**src/rtl/mult_arb_pkg.sv**
```systemverilog
// Shared types and constants for the multiplier arbiter: FSM state encoding,
// datapath widths and default sizing.
package mult_arb_pkg;

    localparam int OPER_W          = 16;
    localparam int PROD_W          = 32;
    localparam int NUM_REQ_DEF     = 4;
    localparam int TIMEOUT_CYC_DEF = 32;

    typedef enum logic [1:0] {
        ST_IDLE  = 2'd0,
        ST_ISSUE = 2'd1,
        ST_WAIT  = 2'd2,
        ST_RESP  = 2'd3
    } arb_state_e;

    // Index/counter width that stays at least one bit for degenerate sizes.
    function automatic int idx_width(input int n);
        return (n > 1) ? $clog2(n) : 1;
    endfunction

endpackage

```
**src/rtl/rr_grant.sv**
```systemverilog
// Round-robin grant selection: scans the request vector starting one past the
// previous winner and returns the first hit as one-hot plus index.
module rr_grant
    import mult_arb_pkg::*;
#(
    parameter int  NUM_REQ = NUM_REQ_DEF,
    localparam int IDX_W   = idx_width(NUM_REQ)
) (
    input  logic [NUM_REQ-1:0] req,
    input  logic [IDX_W-1:0]   last_grant,
    output logic [NUM_REQ-1:0] grant,
    output logic [IDX_W-1:0]   grant_idx,
    output logic               grant_valid
);

    logic [IDX_W-1:0] cand_s;
    logic             hit_s;

    // Rotating priority scan; the first requester found after last_grant wins.
    always_comb begin
        grant       = '0;
        grant_idx   = '0;
        grant_valid = 1'b0;
        cand_s      = '0;
        hit_s       = 1'b0;
        for (int off = 1; off <= NUM_REQ; off++) begin
            cand_s        = IDX_W'((int'(last_grant) + off) % NUM_REQ);
            hit_s         = req[cand_s] && !grant_valid;
            grant[cand_s] = grant[cand_s] | hit_s;
            grant_idx     = hit_s ? cand_s : grant_idx;
            grant_valid   = grant_valid | hit_s;
        end
    end

endmodule

```
**src/rtl/multiply_arbiter.sv**
```systemverilog
// Shares one external sequential multiplier among NUM_REQ requesters with
// round-robin arbitration, a result timeout and a one-cycle response pulse.
module multiply_arbiter
    import mult_arb_pkg::*;
#(
    parameter int  NUM_REQ     = NUM_REQ_DEF,
    parameter int  TIMEOUT_CYC = TIMEOUT_CYC_DEF,
    localparam int IDX_W       = idx_width(NUM_REQ)
) (
    input  logic                           CLK,
    input  logic                           RESET,
    input  logic [NUM_REQ-1:0]             req_valid,
    input  logic [NUM_REQ-1:0][OPER_W-1:0] req_A,
    input  logic [NUM_REQ-1:0][OPER_W-1:0] req_B,
    output logic [NUM_REQ-1:0]             req_ready,
    output logic [OPER_W-1:0]              mul_A,
    output logic [OPER_W-1:0]              mul_B,
    output logic                           mul_start,
    input  logic [PROD_W-1:0]              mul_product,
    input  logic                           mul_READY,
    output logic                           rsp_valid,
    output logic [IDX_W-1:0]               rsp_id,
    output logic [PROD_W-1:0]              rsp_product,
    output logic                           rsp_error
);

    localparam int CNT_W = idx_width(TIMEOUT_CYC);

    arb_state_e         state_r, state_s;
    logic [NUM_REQ-1:0] grant_oh_s;
    logic [IDX_W-1:0]   grant_idx_s;
    logic               grant_valid_s;
    logic               ready_ok_s;
    logic               timeout_s;

    logic [NUM_REQ-1:0] req_ready_r,   req_ready_s;
    logic [OPER_W-1:0]  mul_a_r,       mul_a_s;
    logic [OPER_W-1:0]  mul_b_r,       mul_b_s;
    logic               mul_start_r,   mul_start_s;
    logic               rsp_valid_r,   rsp_valid_s;
    logic [IDX_W-1:0]   rsp_id_r,      rsp_id_s;
    logic [PROD_W-1:0]  rsp_product_r, rsp_product_s;
    logic               rsp_error_r,   rsp_error_s;
    logic [CNT_W-1:0]   wait_cnt_r,    wait_cnt_s;
    logic [IDX_W-1:0]   last_grant_r,  last_grant_s;
    logic [IDX_W-1:0]   cur_id_r,      cur_id_s;

    rr_grant #(
        .NUM_REQ (NUM_REQ)
    ) u_rr_grant (
        .req         (req_valid),
        .last_grant  (last_grant_r),
        .grant       (grant_oh_s),
        .grant_idx   (grant_idx_s),
        .grant_valid (grant_valid_s)
    );

    // The first two WAIT cycles are blind so a stale READY from the multiplier
    // cannot be mistaken for the result of the operation just started.
    assign ready_ok_s = mul_READY && (wait_cnt_r >= CNT_W'(2));
    assign timeout_s  = (wait_cnt_r == CNT_W'(TIMEOUT_CYC - 1));

    // State register.
    always_ff @(posedge CLK or negedge RESET) begin
        if (!RESET) begin
            state_r <= ST_IDLE;
        end else begin
            state_r <= state_s;
        end
    end

    // Next-state logic.
    always_comb begin
        state_s = state_r;
        case (state_r)
            ST_IDLE: begin
                if (grant_valid_s) begin
                    state_s = ST_ISSUE;
                end else begin
                    state_s = ST_IDLE;
                end
            end
            ST_ISSUE: state_s = ST_WAIT;
            ST_WAIT: begin
                if (ready_ok_s || timeout_s) begin
                    state_s = ST_RESP;
                end else begin
                    state_s = ST_WAIT;
                end
            end
            ST_RESP: state_s = ST_IDLE;
            default: state_s = ST_IDLE;
        endcase
    end

    // Next values of the registered outputs; data registers hold by default.
    always_comb begin
        req_ready_s   = '0;
        mul_start_s   = 1'b0;
        rsp_valid_s   = 1'b0;
        mul_a_s       = mul_a_r;
        mul_b_s       = mul_b_r;
        rsp_id_s      = rsp_id_r;
        rsp_product_s = rsp_product_r;
        rsp_error_s   = rsp_error_r;
        wait_cnt_s    = wait_cnt_r;
        last_grant_s  = last_grant_r;
        cur_id_s      = cur_id_r;
        case (state_r)
            ST_IDLE: begin
                if (grant_valid_s) begin
                    req_ready_s  = grant_oh_s;
                    mul_a_s      = req_A[grant_idx_s];
                    mul_b_s      = req_B[grant_idx_s];
                    last_grant_s = grant_idx_s;
                    cur_id_s     = grant_idx_s;
                end else begin
                    wait_cnt_s = '0;
                end
            end
            ST_ISSUE: begin
                mul_start_s = 1'b1;
                wait_cnt_s  = '0;
            end
            ST_WAIT: begin
                wait_cnt_s = wait_cnt_r + CNT_W'(1);
                if (ready_ok_s) begin
                    rsp_valid_s   = 1'b1;
                    rsp_id_s      = cur_id_r;
                    rsp_product_s = mul_product;
                    rsp_error_s   = 1'b0;
                end else if (timeout_s) begin
                    rsp_valid_s   = 1'b1;
                    rsp_id_s      = cur_id_r;
                    rsp_product_s = '0;
                    rsp_error_s   = 1'b1;
                end else begin
                    rsp_valid_s = 1'b0;
                end
            end
            ST_RESP: rsp_valid_s = 1'b0;
            default: rsp_valid_s = 1'b0;
        endcase
    end

    // Output and datapath registers.
    always_ff @(posedge CLK or negedge RESET) begin
        if (!RESET) begin
            req_ready_r   <= '0;
            mul_a_r       <= '0;
            mul_b_r       <= '0;
            mul_start_r   <= 1'b0;
            rsp_valid_r   <= 1'b0;
            rsp_id_r      <= '0;
            rsp_product_r <= '0;
            rsp_error_r   <= 1'b0;
            wait_cnt_r    <= '0;
            last_grant_r  <= IDX_W'(NUM_REQ - 1);
            cur_id_r      <= '0;
        end else begin
            req_ready_r   <= req_ready_s;
            mul_a_r       <= mul_a_s;
            mul_b_r       <= mul_b_s;
            mul_start_r   <= mul_start_s;
            rsp_valid_r   <= rsp_valid_s;
            rsp_id_r      <= rsp_id_s;
            rsp_product_r <= rsp_product_s;
            rsp_error_r   <= rsp_error_s;
            wait_cnt_r    <= wait_cnt_s;
            last_grant_r  <= last_grant_s;
            cur_id_r      <= cur_id_s;
        end
    end

    assign req_ready   = req_ready_r;
    assign mul_A       = mul_a_r;
    assign mul_B       = mul_b_r;
    assign mul_start   = mul_start_r;
    assign rsp_valid   = rsp_valid_r;
    assign rsp_id      = rsp_id_r;
    assign rsp_product = rsp_product_r;
    assign rsp_error   = rsp_error_r;

endmodule

```
**config.mk**
```make
export PLATFORM = sky130hd
export DESIGN_NAME = multiply_arbiter
export DESIGN_NICKNAME = d
export VERILOG_FILES = /design/src/rtl/mult_arb_pkg.sv /design/src/rtl/rr_grant.sv /design/src/rtl/multiply_arbiter.sv
export SDC_FILE = /design/constraint.sdc
export NUM_CORES = 1
export LEC_CHECK = 0
export CAP_MARGIN = 10
export CORE_AREA = 2 2 117 119
export CTS_BUF_LIST = sky130_fd_sc_hd__clkbuf_4
export DETAILED_ROUTE_END_ITERATION = 12
export DIE_AREA = 0 0 119 121
export GPL_TIMING_DRIVEN = 0
export PLACE_DENSITY = 0.85
export REMOVE_ABC_BUFFERS = 1
export SETUP_SLACK_MARGIN = 0.3
export SYNTH_ARGS = -nofsm -noshare
export SYNTH_HDL_FRONTEND = slang
export SYNTH_HIERARCHICAL = 1
export SYNTH_SLANG_ARGS = --single-unit
export TNS_END_PERCENT = 30
```
**constraint.sdc**
```tcl
create_clock -name CLK -period 4.1 [get_ports CLK]
set_input_delay 0.41 -clock CLK [delete_from_list [all_inputs] [get_ports CLK]]
set_output_delay 0.41 -clock CLK [all_outputs]
set_load 0.01 [all_outputs]
```
==> results.toml, run 1 <==
[run_status]
status = "finished clean"

[sta]
drv_slew = 0
setup_violations = 0
finalCriticalPeriod_ns = 3.63
min_period_over_period = 0.886
finalClockSkew_ns = 0.0136
worst_pin_slew_ns = 1.20
timing.fmax_ghz = 0.275
rsz0062_at_grt = "no"
max_slew_margin = 0.198
tns_ns = 0
hold_viol = 0

[detailed_routing]
drc = 0
drt-initial-drc-count = 128
ant_nets = 0
routed-wl-met3_microns = 1320
top_layer = "met5"
wire_per_inst_microns = 18.2
routed_wl_microns = 14700
vias = 4398
drt_pass1_iterations = 4
vias_per_cell = 5.44
wl_met2_microns = 7520
drt-met1-wl_microns = 5380

[yosys]
synth_seq_area_share = 0.428
synth_top_area_share = 0.418
synth_area_leaders = "dfrtp_1 (42%), mux4_2 (16%), mux2_2 (7.8%), o2bb2ai_1 (5.9%), nand3_1 (4.0%)"
async_flop_share = 1.00
yosysUniqueCellTypes = 46
syn_avg_cell_area_sq_um = 12.3
ys_ff_latch = 84
synth_warnings = 6
yosysTopAreaCell = "dfrtp_1"
syn_area_sq_um = 4910
netlist_instances = 401
synthFlopType = "dfrtp_1"
synth_edf_count = 0

[worst_hold_path]
hold_class = "in -> async"

[critical_path]
crit_type = "reg -> reg"
worstSetupStartpointType = "flip-flop"
crit_top_cell = "buf_12"
end_kind = "flip-flop"
max_stage_delay_ns = 0.63
slowest_stage = "dfstp_4"
critPathArrivalTime_ns = 3.99
cp_num_buf_inv = 4
cp.required_ns = 4.46
crit_family = "multiplexers"
crit_fanout = 12
path_cells = "inv_1 -> ha_4 -> mux4_2 -> a311oi_2 -> a31oi_1 -> a211oi_4 -> buf_8 -> buf_12 -> buf_12 -> mux4_1 -> mux2_2"

[power]
clock_power_share = 0.095
p_leak_nw = 3.07
p_int_mw = 3.32
power_frac_seq = 0.267
p_comb_frac = 0.637
p_switching_mw = 2.01
ir_worst_vdd_v = 0.000523
powerDensity_nw_per_um2 = 690
switching_share = 0.376

[global_routing]
grt_pass1_vias = 4511
antenna_found_initial = 1
grt.overflow.total = 0
grt_use_total = 0.205
grt_pass1_wl_microns = 23100
grt_max_degree = 58

[final_layout]
fin_area_sq_um = 7730
drive_gt1_frac = 0.174
syn_to_final_growth_pct = 57.2
final_net_count = 804
fillCellCount = 1020

[floorplanning]
std_cell_rows = 42
die_w_microns = 119
io_pins = 240
die_y_microns = 121
start_util = 0.376
coreArea_sq_um = 13100
die_area_sq_um = 14400

[place]
io_buffers = 239
place_area_sq_um = 7470
hpwlAfterDp_microns = 11200
place.gp.congestion = 0.850

[clocking]
cts_sinks = 84
cts_tree = "built"
clk-insertion-delay-late_ns = 0.46
clk_pin_slew_ns = 0.14
clockBufferDepth = 2
cts_inserted_buffers = 9
h-tree-depth = 3
clock_tree.root_cell = "clkbuf_4"

[job]
cap_violations = 0
[final timing paths]
path | slack [ns] | end | startpoint | cells past startpoint
worst max-delay path | 0.47 | mul_B[0] | last_grant_r[0] | 11
max in group asynchronous | 3.08 | mul_B[2] | RESET | 3
worst min-delay path | 0.41 | wait_cnt_r[1] | RESET | 2
worst min register to register | 0.51 | cur_id_r[1] | cur_id_r[1] | 2
worst max register to register | 0.47 | mul_B[0] | last_grant_r[0] | 11
min in group CLK | 0.48 | rsp_product[4] | mul_product[4] | 2
[cells in the mapped netlist (2+ instances only)]
| cell type | instances |
|---|---|
| dfstp_2 | 2 |
| a211o_1 | 2 |
| nor3b_1 | 4 |
| a211oi_1 | 2 |
| o31ai_1 | 2 |
| o2111a_1 | 2 |
| buf_6 | 5 |
| mux4_1 | 2 |
| mux4_2 | 34 |
| nand4b_1 | 2 |
| nor3_1 | 2 |
| nand3_1 | 39 |
| o2bb2ai_1 | 33 |
| nand2b_1 | 5 |
| o211ai_2 | 2 |
| nand2_1 | 15 |
| a21oi_1 | 8 |
| ha_1 | 10 |
| a22oi_1 | 3 |
| nor2_1 | 14 |
| clkbuf_1 | 19 |
| o21ai_0 | 9 |
| a31oi_1 | 3 |
| and3_1 | 8 |
| mux2i_1 | 9 |
| nor2b_1 | 4 |
| o211ai_1 | 5 |
| and3b_1 | 3 |
| buf_2 | 13 |
| or3_1 | 2 |
| mux2_2 | 34 |
| inv_1 | 9 |
| dfrtp_1 | 82 |
[metrics by stage]
stage / instances / setup WS, ns / hold WS [ns] / power (mW) / util
floorplan: 363 / -3.40 / 0.114 / 3.37 / -
global placement: 778 / -4.96 / 0.479 / 4.45 / 0.559
detailed placement: 785 / -0.318 / 0.363 / 4.74 / 0.571
CTS: 806 / 0.340 / 0.377 / 5.32 / 0.586
global route: 808 / 0.299 / 0.388 / 5.71 / 0.590
finish: 809 / 0.469 / 0.410 / 5.33 / 0.591
[worst register-to-register path, cell delays in order (launching register included)]
cell and delay [ns]:
dfstp_4 0.63, inv_1 0.08, ha_4 0.33, mux4_2 0.54, a311oi_2 0.28, a31oi_1 0.11
a211oi_4 0.28, buf_8 0.15, buf_12 0.15, buf_12 0.16, mux4_1 0.55, mux2_2 0.27
[power by group through the flow]
stage,Combinational (mW),Clock (mW),Sequential (mW)
after floorplan,1.77,0,1.60
after global placement,2.99,0,1.46
after detailed placement,3.25,0,1.49
after CTS,3.36,0.533,1.42
after global routing,3.68,0.567,1.47
final,3.40,0.508,1.42
[cells in the final DEF (no fill, tap or decap), types with 3 or more instances in the layout]
cell	synthesis	layout
ha_1	10	9
nor2_1	14	14
dfrtp_1	82	82
buf_8	1	3
nand2b_1	5	5
a31oi_1	3	3
clkdlybuf4s50_1	0	238
and3_1	8	8
o2bb2ai_1	33	33
and3b_1	3	3
clkbuf_4	0	10
nand3_1	39	39
buf_12	0	3
nor2b_1	4	4
o21ai_0	9	9
nor3b_1	4	4
o211ai_1	5	5
mux4_2	34	34
mux2i_1	9	9
buf_4	0	6
a21oi_1	8	6
a22oi_1	3	3
nand2_1	15	14
inv_1	9	9
mux2_2	34	34
[cells by family (layout without fill, tap and decap cells)]
group / after synthesis / count (layout) / share of synthesized area
AO/OA/AOI/OAI: 78 / 78 / 0.124
buffers and inverters: 47 / 278 / 0.0491
flip-flops: 84 / 84 / 0.428
AND/OR/NAND/NOR: 103 / 103 / 0.111
multiplexers: 79 / 79 / 0.263
adder cells (fa/ha/maj): 10 / 10 / 0.0255
other: 0 / 1 / 0
[final cells by class]
type	instances	area [sq um]	area share
clock inverters	6	72.6	0.00939
well taps	176	220	0.0285
inverters	9	33.8	0.00437
clock buffers	10	75.1	0.00972
diodes	1	2.50	0.000324
flip-flops and latches	84	2110	0.273
multi-input cells	270	2620	0.339
repair buffers	253	2600	0.336
[sequential cells by signal, summed over array words and instances (netlist names), 2 cells and up]
signal	cells
cur_id_r	2
last_grant_r	2
mul_A	16
mul_B	16
req_ready	4
rsp_id	2
rsp_product	32
state_r	2
wait_cnt_r	5
[per-layer routing]
| metal | up-vias | GRT usage |
|---|---|---|
| met5 | - | 0 |
| met4 | 2 | 0.0796 |
| met3 | 31 | 0.0855 |
| met2 | 210 | 0.339 |
| met1 | 2160 | 0.235 |
| li1 | 1995 | - |
[repair_timing]
item | 4_1_cts | 5_1_grt
setup buffers | 4 | 1
setup endpoints to repair | 32 | 18
pin swaps | 1 | 2
hold endpoints to repair | 25 | 0
hold buffers | 1 | 0
gates resized for setup | 2 | 4
No activity file was read; power rests on OpenSTA's default activity.
==> inputs of run 2 (changes only) <==
- CORE_AREA: 2 2 117 119 -> 2 2 108 110
- CTS_CLUSTER_DIAMETER: default -> 30
- DIE_AREA: 0 0 119 121 -> 0 0 110 112
- PLACE_DENSITY: 0.85 -> 0.93
- clock period: 4.1 -> 4.7 ns (I/O delays scaled with it)
==> run 2 against run 1 <==
  * Sequential share of layout area up 0.29 points
  * Clock power fell by 9.4%
  * Die area fell by 14%
  * Sequential cell count unchanged
  * Worst hold slack gained 0.11 ns
  * Register-to-register slack improved by 0.16 ns
  * Sequential power down 8%
  * Utilization up 9.4 points
  * Largest power group unchanged
  * Highest routed layer is now met4
==> results.toml, run 2 (synthesis results as in run 1) <==
[detailed_routing]
vias_per_cell = 5.76
wire_per_inst_microns = 19.2
drc = 0
ant_nets = 0
routed_wl_microns = 14800
drt_pass1_iterations = 5
drt-initial-drc-count = 258
vias = 4436

[floorplanning]
die_area_sq_um = 12300
coreArea_sq_um = 11200
std_cell_rows = 39
io_pins = 240
die_w_microns = 110
start_util = 0.440
die_y_microns = 112

[worst_hold_path]
hold_class = "reg -> reg"
min_path_cells = 2

[sta]
worst_slack_ns = 0.630
fin_hold_ws_ns = 0.520
max_slew_margin = 0.188
worst_pin_slew_ns = 1.22
min_period_over_period = 0.866
timing.fmax_ghz = 0.246
hold_viol = 0
rsz0062_at_grt = "no"
drv_slew = 0
setup_violations = 0
finalClockSkew_ns = 0.0224
finalCriticalPeriod_ns = 4.07

[final_layout]
layout_commonest_cell = "clkdlybuf4s50_1"
final_cell_mix = "clkdlybuf4s50_1 (238), dfrtp_1 (82), nand3_1 (39)"
multiInputGateArea_sq_um = 2600
fin_area_sq_um = 7650
seqCellArea_sq_um = 2110
diodes = 0
drive_gt1_frac = 0.164
stdcell_count = 770
final_net_count = 799
largest_reg_flops = 32
fillCellCount = 767
syn_to_final_growth_pct = 55.6

[critical_path]
slowest_stage = "dfstp_4"
critPathArrivalTime_ns = 4.42
crit_fanout = 30
path_cells = "inv_1 -> ha_1 -> mux4_2 -> a311oi_1 -> a31oi_1 -> a211oi_4 -> buf_16 -> buf_8 -> mux4_1 -> mux2_2"
worstSetupStartpointType = "flip-flop"
cp.required_ns = 5.05
crit_family = "multiplexers"
max_stage_delay_ns = 0.85
cp_num_buf_inv = 3
crit_type = "reg -> reg"
cp.depth = 10
end_kind = "flip-flop"
r2r_cells = 10

[global_routing]
grt-busiest-layer = "met2"
antenna_found_initial = 0
grt_use_total = 0.246
grt.overflow.total = 0
grt_max_degree = 45
grt_pass1_vias = 4701
grt_pass1_wl_microns = 23400
grt_use_met2 = 0.443
use_met3 = 0.0779
use_met1 = 0.272

[power]
ir_worst_vdd_v = 0.000382
power_mw = 4.62
powerDensity_nw_per_um2 = 604
p_leak_nw = 3.05

[clocking]
cts_sinks = 84
clockBufferDepth = 2
cts_inserted_buffers = 9
cts_tree = "built"
clk-insertion-delay-late_ns = 0.45
clk_pin_slew_ns = 0.14
h-tree-depth = 3
clock_tree.root_cell = "clkbuf_4"

[place]
detailedPlace.worstSlack_ns = -0.0912
place_area_sq_um = 7440
place.gp.congestion = 0.829
io_buffers = 239
place_inst = 751
hpwlAfterDp_microns = 11500

[run_status]
status = "finished clean"

[job]
cap_violations = 0
run 2: cell types whose count changed in the layout (fill, tap and decap cells not counted), moves of 2 or more:
cell,change
buf_4,-4
buf_12,-2
buf_16,+2
clkinv_4,-2
inv_6,+2
run 2: tightest hold or removal path: stages, from the launching register on:
cell     delay, ns
dfrtp_1       0.38
nand2_1       0.06
nand2_1       0.06
run 2: where the power goes:
group	internal, mW	leakage, nW	switching [mW]
Sequential	1.06	1.04	0.235
Clock	0.176	0.0822	0.284
Combinational	1.61	1.93	1.25
Total	2.85	3.05	1.77
run 2: layout make-up:
cell class,instances,area share
Timing Repair Buffer,248,0.336
Clock buffer,9,0.00884
Inverter,9,0.00442
Sequential cell,84,0.276
Tap cell,143,0.0234
Multi-Input combinational cell,270,0.340
Clock inverter,7,0.0119
run 2: worst paths after layout:
| path | slack (ns) | to | from |
|---|---|---|---|
| min in group asynchronous | 0.53 | state_r[1] | RESET |
| hold reg to reg | 0.52 | cur_id_r[1] | cur_id_r[1] |
| hold / removal | 0.52 | cur_id_r[1] | cur_id_r[1] |
| setup / recovery | 0.63 | mul_B[1] | last_grant_r[0] |
| setup reg to reg | 0.63 | mul_B[1] | last_grant_r[0] |
| max in group asynchronous | 3.55 | mul_B[8] | RESET |
run 2: metrics by stage:
stage,TNS (ns),util
floorplan,-92.82,-
global placement,-142.97,0.651
detailed placement,-0.121,0.666
CTS,0,0.681
global route,0,0.684
finish,0,0.684
run 2: layer usage:
metal	up-vias	wire length [microns]	share of wire
met5	-	0	0
met4	0	356	0.024
met3	37	1290	0.088
met2	218	7980	0.54
met1	2195	5120	0.35
li1	1986	-	-
run 2: what timing repair did:
item,in CTS,in global routing
setup buffers,1,0
endpoints found under the setup margin,25,14
endpoints found under the hold margin,27,0
pin swaps,1,0
hold buffers,1,0
gates resized for setup,0,1
==> inputs of run 3 (changes only) <==
- CORE_AREA: 2 2 108 110 -> 2 2 117 119
- DIE_AREA: 0 0 110 112 -> 0 0 119 121
- PLACE_DENSITY: 0.93 -> 0.85
- clock period: 4.7 -> 3.7 ns (I/O delays scaled with it)
==> run 3 against run 2 <==
  * First-iteration DRC count is 36% lower
  * Clock skew is 0.0055 ns lower
  * Sequential share of layout area is 0.80 points lower
  * Sequential power is 22% higher
  * Register-to-register slack worse by 0.39 ns
  * Via count is 0.25% higher
  * Worst setup slack worse by 0.39 ns
  * Die area is 17% higher
  * Final area is 3.0% higher
  * Count of clock-buffer cells in the layout is 1 higher
  * Largest cell class is now non-clock buffers
  * Worst hold slack worse by 0.16 ns
  * Maximum frequency is 18% higher
==> results.toml, run 3 (synthesis results as in run 1) <==
[run_status]
status = "finished clean"

[place]
place.gp.congestion = 0.850
io_buffers = 239
place_area_sq_um = 7470
detailedPlace.worstSlack_ns = -0.718
hpwlAfterDp_microns = 11200

[final_layout]
final_net_count = 814
layout_commonest_cell = "clkdlybuf4s50_1"
final_cell_mix = "clkdlybuf4s50_1 (238), dfrtp_1 (82), nand3_1 (39)"
fin_area_sq_um = 7870
drive_gt1_frac = 0.195
largest_reg_flops = 32
syn_to_final_growth_pct = 60.2

[power]
powerDensity_nw_per_um2 = 788
ir_worst_vdd_v = 0.000508
p_leak_nw = 3.14

[global_routing]
antenna_found_initial = 1
grt.overflow.total = 0
grt_pass1_vias = 4586
grt_pass1_wl_microns = 23500
grt_use_total = 0.208
grt_max_degree = 58

[critical_path]
cp.required_ns = 4.05
critPathArrivalTime_ns = 3.81
worstSetupStartpointType = "flip-flop"
end_kind = "flip-flop"
crit_type = "reg -> reg"
crit_fanout = 5

[floorplanning]
std_cell_rows = 42
coreArea_sq_um = 13100
die_y_microns = 121
start_util = 0.376
die_w_microns = 119
die_area_sq_um = 14400
io_pins = 240

[clocking]
clk-insertion-delay-late_ns = 0.47
clockBufferDepth = 2
clk_pin_slew_ns = 0.15
cts_sinks = 84
cts_inserted_buffers = 9
cts_tree = "built"
h-tree-depth = 3
clock_tree.root_cell = "clkbuf_4"

[sta]
setup_violations = 0
timing.fmax_ghz = 0.289
finalCriticalPeriod_ns = 3.46
drv_slew = 0
max_slew_margin = 0.185
worst_pin_slew_ns = 1.22
rsz0062_at_grt = "yes"
worst_slack_ns = 0.240
min_period_over_period = 0.935
finalClockSkew_ns = 0.0170
hold_viol = 0
fin_hold_ws_ns = 0.362

[detailed_routing]
vias = 4447
wire_per_inst_microns = 18.6
drt-initial-drc-count = 164
ant_nets = 0
vias_per_cell = 5.43
routed_wl_microns = 15200
drc = 0
drt_pass1_iterations = 4

[job]
cap_violations = 0

[worst_hold_path]
hold_class = "in -> async"
==> run 3: changes by cell type in the layout (fill, tap and decap cells not counted), moves of 2 or more <==
cell | previous run | this run
mux4_1 | 2 | 0
inv_1 | 9 | 7
clkinv_4 | 0 | 2
buf_12 | 1 | 5
buf_4 | 2 | 11
mux4_2 | 34 | 36
inv_6 | 3 | 1
==> run 3: cell type report <==
class                      count  area [sq um]
sequential                    84          2110
clock inverter                 6          72.6
multi-input combinational    270          2620
tap                          176           220
inverter                       9          36.3
fill                        1002          5210
timing repair buffer         263          2740
antenna                        1          2.50
clock buffer                  10          75.1
==> run 3: timing repair <==
action	4_1_cts	5_1_grt
pin swaps	3	2
hold buffers	1	0
endpoints found under the setup margin	36	32
buffers inserted	11	2
endpoints found under the hold margin	25	0
resized for setup	7	14
cloned	1	1
==> run 3: per-layer routing <==
layer | up-vias | GRT usage | routed length [microns]
met5 | - | 0 | 12
met4 | 2 | 0.0818 | 505
met3 | 34 | 0.0846 | 1310
met2 | 201 | 0.346 | 7740
met1 | 2192 | 0.240 | 5670
li1 | 2018 | - | -
==> run 3: final timing paths <==
kind                                 start             end  slack (ns)  depth (start not counted)
min in group CLK            mul_product[4]  rsp_product[4]        0.44                          2
max in group asynchronous            RESET        mul_B[2]        2.72                          3
max reg2reg                last_grant_r[0]        mul_A[3]        0.24                         11
max                        last_grant_r[0]        mul_A[3]        0.24                         11
min reg2reg                    cur_id_r[1]     cur_id_r[1]        0.51                          2
min                                  RESET   wait_cnt_r[1]        0.36                          2
==> run 3: where the power goes <==
part | switching, mW | total, mW | internal, mW
clock | 0.346 | 0.568 | 0.222
sequential | 0.235 | 1.58 | 1.35
combinational | 1.73 | 4.05 | 2.33
total | 2.31 | 6.21 | 3.90
==> run 3: worst max-delay path, cell delays in order, from the launching register on <==
cell      delay (ns)
dfstp_4         0.65
inv_4           0.04
ha_4            0.26
mux4_2          0.53
a311oi_2        0.30
a31oi_2         0.08
a211oi_4        0.28
buf_8           0.16
buf_12          0.14
buf_12          0.13
mux4_2          0.51
mux2_2          0.27
==> run 3: metrics by stage <==
stage,TNS (ns),instances,power [mW],utilization
detailed placement,-15.44,785,5.26,0.571
finish,0,819,6.21,0.602
global placement,-241.32,778,4.89,0.559
floorplan,-126.82,363,3.69,-
CTS,0,814,6.08,0.593
global route,0,818,6.63,0.602
